`src/rtl/vector_control_sequencer.sv`:
```
// +--------------------------------------------------------------------------+
// | vector_control_sequencer: registered pipeline control with multi-beat    |
// | vector expansion. Optional tail masking via `VEC_TAIL_MASK_EN.           |
// | Rev 1.0                                                                  |
// +--------------------------------------------------------------------------+
`default_nettype none

module vector_control_sequencer #(
  parameter int OPCODE_W  = 6,
  parameter int FUNC_W    = 3,
  parameter int REG_W     = 5,
  parameter int PC_REG    = 15,
  parameter int LANES     = 4,
  parameter int VEC_ELEMS = 16,
  localparam int BEATS    = VEC_ELEMS / LANES,
  localparam int BW       = (BEATS > 1) ? $clog2(BEATS) : 1,
  localparam int VLW      = $clog2(VEC_ELEMS + 1)
) (
  input  logic                clk,
  input  logic                rst,
  input  logic                in_valid,
  output logic                in_ready,
  input  logic [OPCODE_W-1:0] Opcode,
  input  logic [FUNC_W-1:0]   Func,
  input  logic [REG_W-1:0]    Rd,
`ifdef VEC_TAIL_MASK_EN
  input  logic [VLW-1:0]      vlen,
`endif
  input  logic                stall,
  input  logic                flush,
  output logic                out_valid,
  output logic                RegWrite,
  output logic                RegWriteV,
  output logic                MemWrite,
  output logic                MemtoReg,
  output logic                ALUSrc,
  output logic                Branch,
  output logic                PCSrc,
  output logic [FUNC_W-1:0]   ALUControl,
  output logic [BW-1:0]       BeatIdx,
  output logic                LastBeat,
  output logic [LANES-1:0]    LaneMask,
  output logic                busy
);

  typedef enum logic [0:0] {
    IDLE = 1'b0,
    VSEQ = 1'b1
  } state_t;

  state_t             state_q;
  logic [BW-1:0]      beat_q;
  logic [BW-1:0]      last_q;
  logic [VLW-1:0]     vlen_q;
  logic               out_valid_q;
  logic               reg_write_q;
  logic               reg_write_v_q;
  logic               mem_write_q;
  logic               mem_to_reg_q;
  logic               alu_src_q;
  logic               branch_q;
  logic               pc_src_q;
  logic [FUNC_W-1:0]  alu_ctrl_q;
  logic [BW-1:0]      beat_idx_q;
  logic               last_beat_q;
  logic [LANES-1:0]   lane_mask_q;
  logic               busy_q;

  logic               rw_d;
  logic               rwv_d;
  logic               mw_d;
  logic               m2r_d;
  logic               alusrc_d;
  logic               br_d;
  logic               pcsrc_d;
  logic               vec_d;
  logic [FUNC_W-1:0]  alu_d;
  logic [VLW-1:0]     vlen_d;
  logic [BW-1:0]      last_d;
  logic [BW-1:0]      beat_d;
  logic               accept;
  logic               unused_opcode;

  function automatic logic [LANES-1:0] lane_mask(input int beat, input int len);
    logic [LANES-1:0] m;
    for (int l = 0; l < LANES; l++) begin
      m[l] = ((beat * LANES) + l) < len;
    end
    return m;
  endfunction

  function automatic logic [BW-1:0] last_beat_of(input int len);
    return BW'((len - 1) / LANES);
  endfunction

  always_comb begin
    rw_d     = 1'b0;
    rwv_d    = 1'b0;
    mw_d     = 1'b0;
    m2r_d    = 1'b0;
    alusrc_d = 1'b0;
    br_d     = 1'b0;
    vec_d    = 1'b0;
    alu_d    = '0;
    case (Opcode[5:4])
      2'b00: begin
        rw_d  = 1'b1;
        alu_d = Func;
      end
      2'b01: begin
        alusrc_d = 1'b1;
        if (!Opcode[0]) begin
          rw_d  = 1'b1;
          m2r_d = 1'b1;
        end else begin
          mw_d = 1'b1;
        end
      end
      2'b10: begin
        br_d  = 1'b1;
        alu_d = FUNC_W'(1);
      end
      default: begin
        vec_d = 1'b1;
        if (!Opcode[0]) begin
          rwv_d = 1'b1;
          alu_d = Func;
        end else begin
          mw_d     = 1'b1;
          alusrc_d = 1'b1;
        end
      end
    endcase
  end

  assign pcsrc_d       = br_d | (rw_d & (Rd == REG_W'(PC_REG)));
  assign unused_opcode = ^Opcode;

  // Out-of-range vector lengths fall back to a full vector.
`ifdef VEC_TAIL_MASK_EN
  always_comb begin
    vlen_d = vlen;
    if ((vlen == '0) || (int'(vlen) > VEC_ELEMS)) begin
      vlen_d = VLW'(VEC_ELEMS);
    end
  end
`else
  assign vlen_d = VLW'(VEC_ELEMS);
`endif

  assign last_d   = vec_d ? last_beat_of(int'(vlen_d)) : '0;
  assign beat_d   = beat_q + BW'(1);
  assign in_ready = !stall && (rst || (state_q == IDLE) || (beat_q == last_q));
  assign accept   = in_valid && in_ready && !flush && !rst;

  always_ff @(posedge clk) begin
    if (rst) begin
      state_q       <= IDLE;
      beat_q        <= '0;
      last_q        <= '0;
      vlen_q        <= '0;
      out_valid_q   <= 1'b0;
      reg_write_q   <= 1'b0;
      reg_write_v_q <= 1'b0;
      mem_write_q   <= 1'b0;
      mem_to_reg_q  <= 1'b0;
      alu_src_q     <= 1'b0;
      branch_q      <= 1'b0;
      pc_src_q      <= 1'b0;
      alu_ctrl_q    <= '0;
      beat_idx_q    <= '0;
      last_beat_q   <= 1'b0;
      lane_mask_q   <= '0;
      busy_q        <= 1'b0;
    end else if (flush) begin
      state_q     <= IDLE;
      beat_q      <= '0;
      out_valid_q <= 1'b0;
      busy_q      <= 1'b0;
    end else if (!stall) begin
      if (accept) begin
        out_valid_q   <= 1'b1;
        reg_write_q   <= rw_d;
        reg_write_v_q <= rwv_d;
        mem_write_q   <= mw_d;
        mem_to_reg_q  <= m2r_d;
        alu_src_q     <= alusrc_d;
        branch_q      <= br_d;
        pc_src_q      <= pcsrc_d;
        alu_ctrl_q    <= alu_d;
        beat_q        <= '0;
        beat_idx_q    <= '0;
        last_q        <= last_d;
        last_beat_q   <= (last_d == '0);
        lane_mask_q   <= vec_d ? lane_mask(0, int'(vlen_d)) : '1;
        if (vec_d) begin
          vlen_q <= vlen_d;
        end
        // A single-beat vector op issues like a scalar and never enters VSEQ.
        if (last_d != '0) begin
          state_q <= VSEQ;
          busy_q  <= 1'b1;
        end else begin
          state_q <= IDLE;
          busy_q  <= 1'b0;
        end
      end else if ((state_q == VSEQ) && (beat_q != last_q)) begin
        out_valid_q <= 1'b1;
        beat_q      <= beat_d;
        beat_idx_q  <= beat_d;
        last_beat_q <= (beat_d == last_q);
        lane_mask_q <= lane_mask(int'(beat_d), int'(vlen_q));
      end else begin
        state_q     <= IDLE;
        beat_q      <= '0;
        out_valid_q <= 1'b0;
        busy_q      <= 1'b0;
      end
    end
  end

  assign out_valid  = out_valid_q;
  assign RegWrite   = reg_write_q;
  assign RegWriteV  = reg_write_v_q;
  assign MemWrite   = mem_write_q;
  assign MemtoReg   = mem_to_reg_q;
  assign ALUSrc     = alu_src_q;
  assign Branch     = branch_q;
  assign PCSrc      = pc_src_q;
  assign ALUControl = alu_ctrl_q;
  assign BeatIdx    = beat_idx_q;
  assign LastBeat   = last_beat_q;
  assign LaneMask   = lane_mask_q;
  assign busy       = busy_q;

endmodule

`default_nettype wire

```
`config.mk`:
```
export PLATFORM = sky130hd
export DESIGN_NAME = vector_control_sequencer
export DESIGN_NICKNAME = d
export VERILOG_FILES = /design/src/rtl/vector_control_sequencer.sv
export SDC_FILE = /design/constraint.sdc
export NUM_CORES = 1
export LEC_CHECK = 0
export BUFFER_PORTS_ARGS = -buffer_cell sky130_fd_sc_hd__buf_2
export CAP_MARGIN = 5
export CELL_PAD_IN_SITES_DETAIL_PLACEMENT = 0
export CELL_PAD_IN_SITES_GLOBAL_PLACEMENT = 2
export CORE_MARGIN = 2
export CORE_UTILIZATION = 24
export CTS_CLUSTER_DIAMETER = 50
export DETAILED_ROUTE_END_ITERATION = 8
export HOLD_SLACK_MARGIN = 0.1
export PLACE_DENSITY = 0.73
export SLEW_MARGIN = 10
export SYNTH_ARGS = -nofsm -noshare
export SYNTH_HDL_FRONTEND = slang
export SYNTH_SLANG_ARGS = --single-unit
```
`constraint.sdc`:
```
create_clock -name clk -period 1.6 [get_ports clk]
set_clock_uncertainty 0.15 [all_clocks]
set_input_delay 0 -clock clk [delete_from_list [all_inputs] [get_ports clk]]
set_output_delay 0 -clock clk [all_outputs]
set_load 0.05 [all_outputs]
```
Yosys cells after proc, flatten, opt, wreduce, memory -nomap -nowiden
Cells that the tools add are included.
W data, S select, Z words.
Operators by class
  $add $sub $neg: 4
  $lt $le $gt $ge: 4
  equality and inequality tests: 7
  mux-type cells: 24
  bitwise logic cells: 6
  reduce and logical (&&, ||, !) cells: 21
Operators with widths (count)
  $lt A5 B5 Y1: 3
  $mux W1: 13
  $add A4 B2 Y5 const B: 2
  $mux W2: 5
  $pmux W3 S3: 1
  $mux W4: 2
  $reduce_and A3 Y1: 2
  $add A4 B1 Y5 const B: 1
  $eq A5 B4 Y1 const B: 1
  $logic_and A1 B1 Y1: 5
  $lt A4 B5 Y1: 1
  $eq A2 B2 Y1: 2
  $logic_not A2 Y1: 2
  $not A1 Y1: 4
  $pmux W1 S2: 2
  $reduce_and A4 Y1: 1
  $reduce_bool A2 Y1: 2
  $reduce_or A2 Y1: 2
  $logic_not A1 Y1: 3
  $mux W3: 1
  $reduce_or A3 Y1: 1
  $add A2 B1 Y2 const B: 1
  $eq A2 B1 Y1 const B: 1
  $eq A2 B2 Y1 const B: 1
  other kinds (6): 7
Word-level totals
  register bits after elaboration: 24
  input bits: 19
  output and inout bits: 20
  word-level logic and storage cells: 82

Longest topological paths before layout
Gate-level depths: netlist (run 1).
  depth in word-level cells: 9
  depth in mapped cells: 7

Worst setup path before layout (run 1)
OpenSTA, ideal clock, no wires.
  kind: register to register
  start point: register, netlist name busy
  end point: register last_beat_q, in the netlist LastBeat
  arrival: 1907 ps
  required time: 1359 ps
  setup slack: -548 ps
  cell stages (with the launch flop): 6
  buffers on the path: 1
  clock period less this slack: 2148 ps
  cell sequence: dfxtp_1 > clkbuf_1 > and2b_2 > nand4b_2 > or3b_1 > a311oi_1
RTL lines
  to (signal assigned): RTL line 194  | last_beat_q <= (last_d == '0);
  to (signal assigned): RTL line 211  | last_beat_q <= (beat_d == last_q);
  to (decl): RTL line 65  | logic last_beat_q;

Final worst setup path (run 1)
  start point: register last_q[0]
  end point: output port in_ready
Between the ends
  longest elaborated chain between the ends: 3
RTL lines
  from (decl): RTL line 53  | logic [BW-1:0] last_q;
  from (signal assigned): RTL line 193  | last_q <= last_d;
  $eq A2 B2 Y1: RTL line 153  | assign in_ready = !stall && (rst || (state_q == IDLE) || (beat_q == last_q));
  $logic_or A1 B1 Y1: RTL line 153
  $logic_and A1 B1 Y1: RTL line 153
  to (decl): RTL line 22  | output logic in_ready,
Every way passes these cells.

==> results of run 1 <==
-- worst max-delay path, delay by kind of cell (launching register included) --
family,cells,cell delay [ns]
buffers and inverters,2,0.31
flip-flops,1,0.33
AND/OR/NAND/NOR,4,0.61
-- path summary, 6_finish.rpt --
path,to,slack [ns],depth (start not counted)
worst max-delay path,in_ready,-0.06,6
worst min-delay path,beat_q[1]$_SDFFE_PP0N_,0.12,4
worst max register to register,busy$_SDFFE_PP0P_,-0.05,6
worst min register to register,vlen_q[4]$_SDFFE_PP0P_,0.30,2
-- cell families (layout without fill, tap and decap cells) --
group | after synthesis | after routing | synth area share
and+or+nand+nor | 48 | 48 | 0.254
AOI/OAI and AO/OA | 31 | 31 | 0.223
buffers and inverters | 21 | 77 | 0.104
DFF | 20 | 20 | 0.391
xor gates and xnor gates | 2 | 2 | 0.0171
muxes | 1 | 1 | 0.0110
-- cell type report --
class / instances / area (µm²) / area share
well taps: 50 / 62.6 / 0.0381
repair buffers: 67 / 503 / 0.306
clock buffers: 4 / 66.3 / 0.0404
multi-input cells: 82 / 582 / 0.354
flip-flops and latches: 20 / 407 / 0.248
inverters: 6 / 22.5 / 0.0137
-- synthesized netlist by cell type, types with 2 or more instances --
library cell and n:
dfxtp_1 20, nand2_1 15, a21oi_1 13, nand3_1 9
nor2_1 9, buf_2 6, inv_1 6, clkbuf_1 4
a311oi_1 3, buf_4 3, o21ai_0 3, a211oi_1 2
nand3b_1 2, nor3_1 2, nor3b_1 2
-- through the flow --
stage	TNS, ns	total power [W]	cells
global placement	-0.299	0.000659	209
detailed placement	-0.464	0.000661	209
global route	-1.35	0.00120	229
floorplan	-0.898	0.000613	123
CTS	-0.573	0.00116	229
finish	-0.245	0.00114	229
-- layer usage --
metal,track usage,vias up,wire (µm)
met5,0,-,0
met4,0.0588,0,57
met3,0.0233,5,108
met2,0.231,21,1410
met1,0.146,488,1290
li1,-,541,-
-- power by group --
part	switching, W	internal, W	total [W]
sequential	0.00000362	0.000503	0.000506
combinational	0.000100	0.0000787	0.000179
clock	0.000187	0.000271	0.000459
total	0.000291	0.000853	0.00114
-- repair_timing --
item | 4_1_cts | 5_1_grt
pin swaps | 4 | 2
resized for setup | 9 | 10
endpoints found under the setup margin | 18 | 19
hold buffers | 16 | 0
endpoints found under the hold margin | 20 | 0
==> metrics.yaml, run 1 <==
outcome:
  status: "finished with violations"
  violations: "setup timing"
worst_setup_path:
  path_cells: "or3_4 -> buf_6 -> nand3_4 -> nor2_2 -> nor2_2 -> buf_6"
  crit_slowest_cell: "or3_4"
  timing.rr.start: "last_q[0]$_SDFFE_PP0P_"
  startpoint: "last_q[0]$_SDFFE_PP0P_"
  crit_path_max_incr_delay_ns: 0.40
  worstPathMaxFanout: 4
  crit_type: "flip-flop to output port"
  end_kind: "output port"
  start_kind: "flip-flop"
  required_ns: 1.45
  cp_data_arrival_time_ns: 1.51
sta:
  whs_ns: 0.122
  drv_slew: 0
  fin_crit_sh: 1.04
  finalSetupViolCount: 11
  rsz0062_at_grt: "yes"
  setup_ws_ns: -0.0618
  max-slew-margin-rel: 0.766
  period_needed_ns: 1.66
  fmax_ghz: 0.602
  worst_pin_slew_ns: 0.343
  finalHoldViolCount: 0
final_layout:
  fill_cells: 423
  largest_reg_flops: 3
  nets: 199
  diodes: 0
  final_core_util: 0.405
  fin_area_um2: 1640
  area_growth_pct: 60.3
  mostFrequentLayoutCells: "buf_2, dfxtp_1, dlygate4sd3_1"
  mostFrequentLayoutCell: "buf_2"
  drive_gt1_frac: 0.413
power:
  p_per_area_nw_per_um2: 697
  leakagePower_nw: 0.675
  ir_drop_mv: 0.285
job:
  cap_viol_max_count: 0
global_route:
  antenna_found_initial: 0
  grt_pass1_wl_mm: 5.02
  first_global_vias: 1096
  grt-ovfl-total: 0
  grt_usage: 0.128
  grt_max_degree: 22
die:
  fp-row-count: 23
  initial_core_util: 0.253
  dieArea_um2: 4810
  fp.coreArea_um2: 4060
  dieHeight_um: 69.3
  io-pin-count: 39
  die_x_um: 69.3
synthesis:
  synth_top_cell_by_area: "dfxtp_1"
  syn-cell-area_um2: 1020
  yosysUniqueCellTypes: 39
  synth-seq-area-share: 0.391
  ys.flop_type: "dfxtp_1"
  synth_area_leaders: "dfxtp_1, a21oi_1, nand2_1"
  async_flop_share: 0
  synth_edf_count: 0
  synth_top_cell_area_share: 0.391
  synth_area_per_cell_um2: 8.33
  netlist_instances: 123
  synth-warning-count: 0
  ys_ff_latch: 20
  syn_nets: 142
clocking:
  cts.clk_slew.worst_paths_ns: 0.08
  cts_buffer_depth: 2
  clock-sinks: 20
  clock_latency_ns: 0.26
  htreeDepth: 1
  ctsRootBufferMaster: "clkbuf_8"
  cts_setup_buffers: 0
  cts_tree: "yes"
  cts_buffers: 3
place:
  pre_cts_slack_ns: -0.0873
  portBuffers: 35
  dp_hpwl_mm: 2.07
  dpl_cell_area_um2: 1350
  place_congestion: 0.831
route:
  viasPerCell: 4.61
  drcViolationCount: 0
  drt.antenna.violating_nets: 0
  drt_iter0_markers: 37
  avgRoutedWirePerCell_um: 12.5
  routed_wl_mm: 2.87
  vias: 1055
  first_pass_iters: 4
worst_hold_path:
  hp-class: "input pin to flip-flop"
  min-delay-start: "stall"
Power figures use the tool's default switching activity.
==> run 2, diff against run 1 <==
PLACE_DENSITY = unset   (was 0.73)
PLACE_DENSITY_LB_ADDON = 0.2   (was unset)
==> metrics.yaml, run 2 (synthesized netlist as in run 1, its figures left out) <==
clocking:
  cts_setup_buffers: 0  # unchanged
  cts_buffers: 3  # unchanged
  cts_tree: "yes"
  clock-sinks: 20  # unchanged
  cts_buffer_depth: 2  # unchanged
  ctsRootBufferMaster: "clkbuf_8"
  cts.clk_slew.worst_paths_ns: 0.08  # about the same
  htreeDepth: 1  # unchanged
  clock_latency_ns: 0.26  # about the same
power:
  power_w: 0.00108  # -5.8%
  p_per_area_nw_per_um2: 666  # -4.4%
  leakagePower_nw: 0.713  # +5.7%
  ir_drop_mv: 0.317  # +11%
  p_clk_frac: 0.365  # -0.036
  p_seq_frac: 0.469  # +0.026
  swShare: 0.257  # +0.00239
  power_switching_w: 0.000277  # -4.9%
  p_int_w: 0.000801  # -6.1%
  combPwrFrac: 0.166  # +0.009
route:
  first_pass_iters: 4  # unchanged
  routed_wl_mm: 2.78  # -3.3%
  drcViolationCount: 0  # unchanged
  avgRoutedWirePerCell_um: 12.0  # -4.1%
  viasPerCell: 4.59  # -0.40%
  vias: 1060  # +0.47%
  drt_iter0_markers: 25  # -32%
  drt.antenna.violating_nets: 0  # unchanged
die:
  initial_core_util: 0.253  # unchanged
  die_x_um: 69.3  # unchanged
  dieArea_um2: 4810  # unchanged
  io-pin-count: 39  # unchanged
  fp.coreArea_um2: 4060  # unchanged
  fp-row-count: 23  # unchanged
  dieHeight_um: 69.3  # unchanged
global_route:
  antenna_found_initial: 0  # unchanged
  grt_max_degree: 22  # unchanged
  grt_usage: 0.120  # -0.00864
  grt_pass1_wl_mm: 4.79  # -4.5%
  first_global_vias: 1068  # -2.6%
  grt-ovfl-total: 0  # unchanged
sta:
  final.setup.tns_ns: -0.0935  # +0.151 ns
  period_needed_ns: 1.69  # +0.0269 ns
  finalHoldViolCount: 0  # unchanged
  finalSetupViolCount: 2  # -9
  max-slew-margin-rel: 0.775  # +0.00956
  fmax_ghz: 0.592  # -1.6%
  worst_pin_slew_ns: 0.329  # -0.0140 ns
  fin_crit_sh: 1.06  # +0.0168
  rsz0062_at_grt: "yes"
  drv_slew: 0  # unchanged
  setup_ws_ns: -0.0887  # -0.0269 ns
worst_setup_path:
  worstPathMaxFanout: 4  # unchanged
  timing.rr.start: "last_q[0]$_SDFFE_PP0P_"
  required_ns: 1.45  # about the same
  endpoint: "in_ready"
  crit_path_max_incr_delay_ns: 0.42  # +0.02 ns
  path_cells: "or3_4 -> buf_6 -> nand3_2 -> nor2_1 -> nor2_2 -> buf_6"
  rrSetupSlack_ns: 0  # +0.05 ns
  cp_data_arrival_time_ns: 1.54  # +0.03 ns
  crit_path_frequent_cell: "buf_6"
  startpoint: "last_q[0]$_SDFFE_PP0P_"
  r2r-end: "BeatIdx[0]$_SDFFE_PP0P_"
  start_kind: "flip-flop"
  worstRegToRegCells: 5  # -1
  crit_slowest_cell: "or3_4"
  crit_type: "flip-flop to output port"
  end_kind: "output port"
final_layout:
  largest_reg_flops: 3  # unchanged
  mostFrequentLayoutCells: "buf_2, dfxtp_1, dlygate4sd3_1"
  nets: 201  # +1.0%
  area_growth_pct: 58.0
  final_core_util: 0.399  # -0.00586
  drive_gt1_frac: 0.403  # -0.0101
  diodes: 0  # unchanged
  layout.cells.non_filler: 231  # +0.87%
  mostFrequentLayoutCell: "buf_2"
place:
  portBuffers: 35  # unchanged
  dp_cells: 210  # +0.48%
  dp_hpwl_mm: 2.01  # -2.9%
  place_congestion: 0.795  # -4.3%
job:
  cap_viol_max_count: 0  # unchanged
outcome:
  violations: "setup timing"
  status: "finished with violations"
worst_hold_path:
  hp-class: "input pin to flip-flop"
-- run 2: cell types whose count changed in the layout (fill, tap and decap cells not counted), sizes merged --
cell	delta
dlygate4sd3	+1
buf	+1
-- run 2: worst min path at each step --
stage,from,endpoint,slack (ns),cells after the start
2_1_floorplan,flush,busy$_SDFFE_PP0P_,-0.09,1
3_3_place_gp,Func[1],ALUControl[1]$_SDFFE_PP0P_,0.12,3
3_5_place_dp,Func[2],ALUControl[2]$_SDFFE_PP0P_,0.13,3
4_1_cts,stall,out_valid$_SDFFE_PP0N_,0.14,4
5_1_grt,stall,out_valid$_SDFFE_PP0N_,0.17,4
6_report,stall,out_valid$_SDFFE_PP0N_,0.14,4
-- run 2: timing repair --
item	in CTS	in global routing
hold buffers	17	0
pin swaps	3	8
gates resized for setup	8	12
endpoints found under the setup margin	16	17
endpoints found under the hold margin	20	0
-- run 2: critical path, delay by kind of cell, from the launching register on --
family / cells / cell delay (ns)
AND/OR/NAND/NOR: 4 / 0.66
flip-flops: 1 / 0.32
buffers and inverters: 2 / 0.31
-- run 2: metrics by stage --
step	area, µm²	hold WS, ns	setup WS [ns]
final	1620	0.140	-0.0887
after global routing	1620	0.173	-0.135
after detailed placement	1330	0.126	-0.0705
after CTS	1590	0.144	-0.0940
after floorplan	1080	-0.0946	-0.126
after global placement	1330	0.121	-0.0385
-- run 2: routing by layer --
metal,routed length [µm],track usage
met5,0,0
met4,27,0.0327
met3,114,0.0262
met2,1360,0.207
met1,1280,0.149
-- run 2: power by group through the flow --
stage          Sequential (W)  Clock (W)  Combinational (W)
2_1_floorplan        0.000541          0          0.0000718
3_3_place_gp         0.000518          0           0.000141
3_5_place_dp         0.000518          0           0.000141
4_1_cts              0.000506   0.000410           0.000177
5_1_grt              0.000507   0.000423           0.000193
6_report             0.000506   0.000394           0.000179
-- run 2: final cells by class --
class / count / area (µm²)
clock buffers: 4 / 55.1
repair buffers: 69 / 510
inverters: 6 / 22.5
fillers: 422 / 2440
multi-input cells: 82 / 562
flip-flops and latches: 20 / 407
well taps: 50 / 62.6
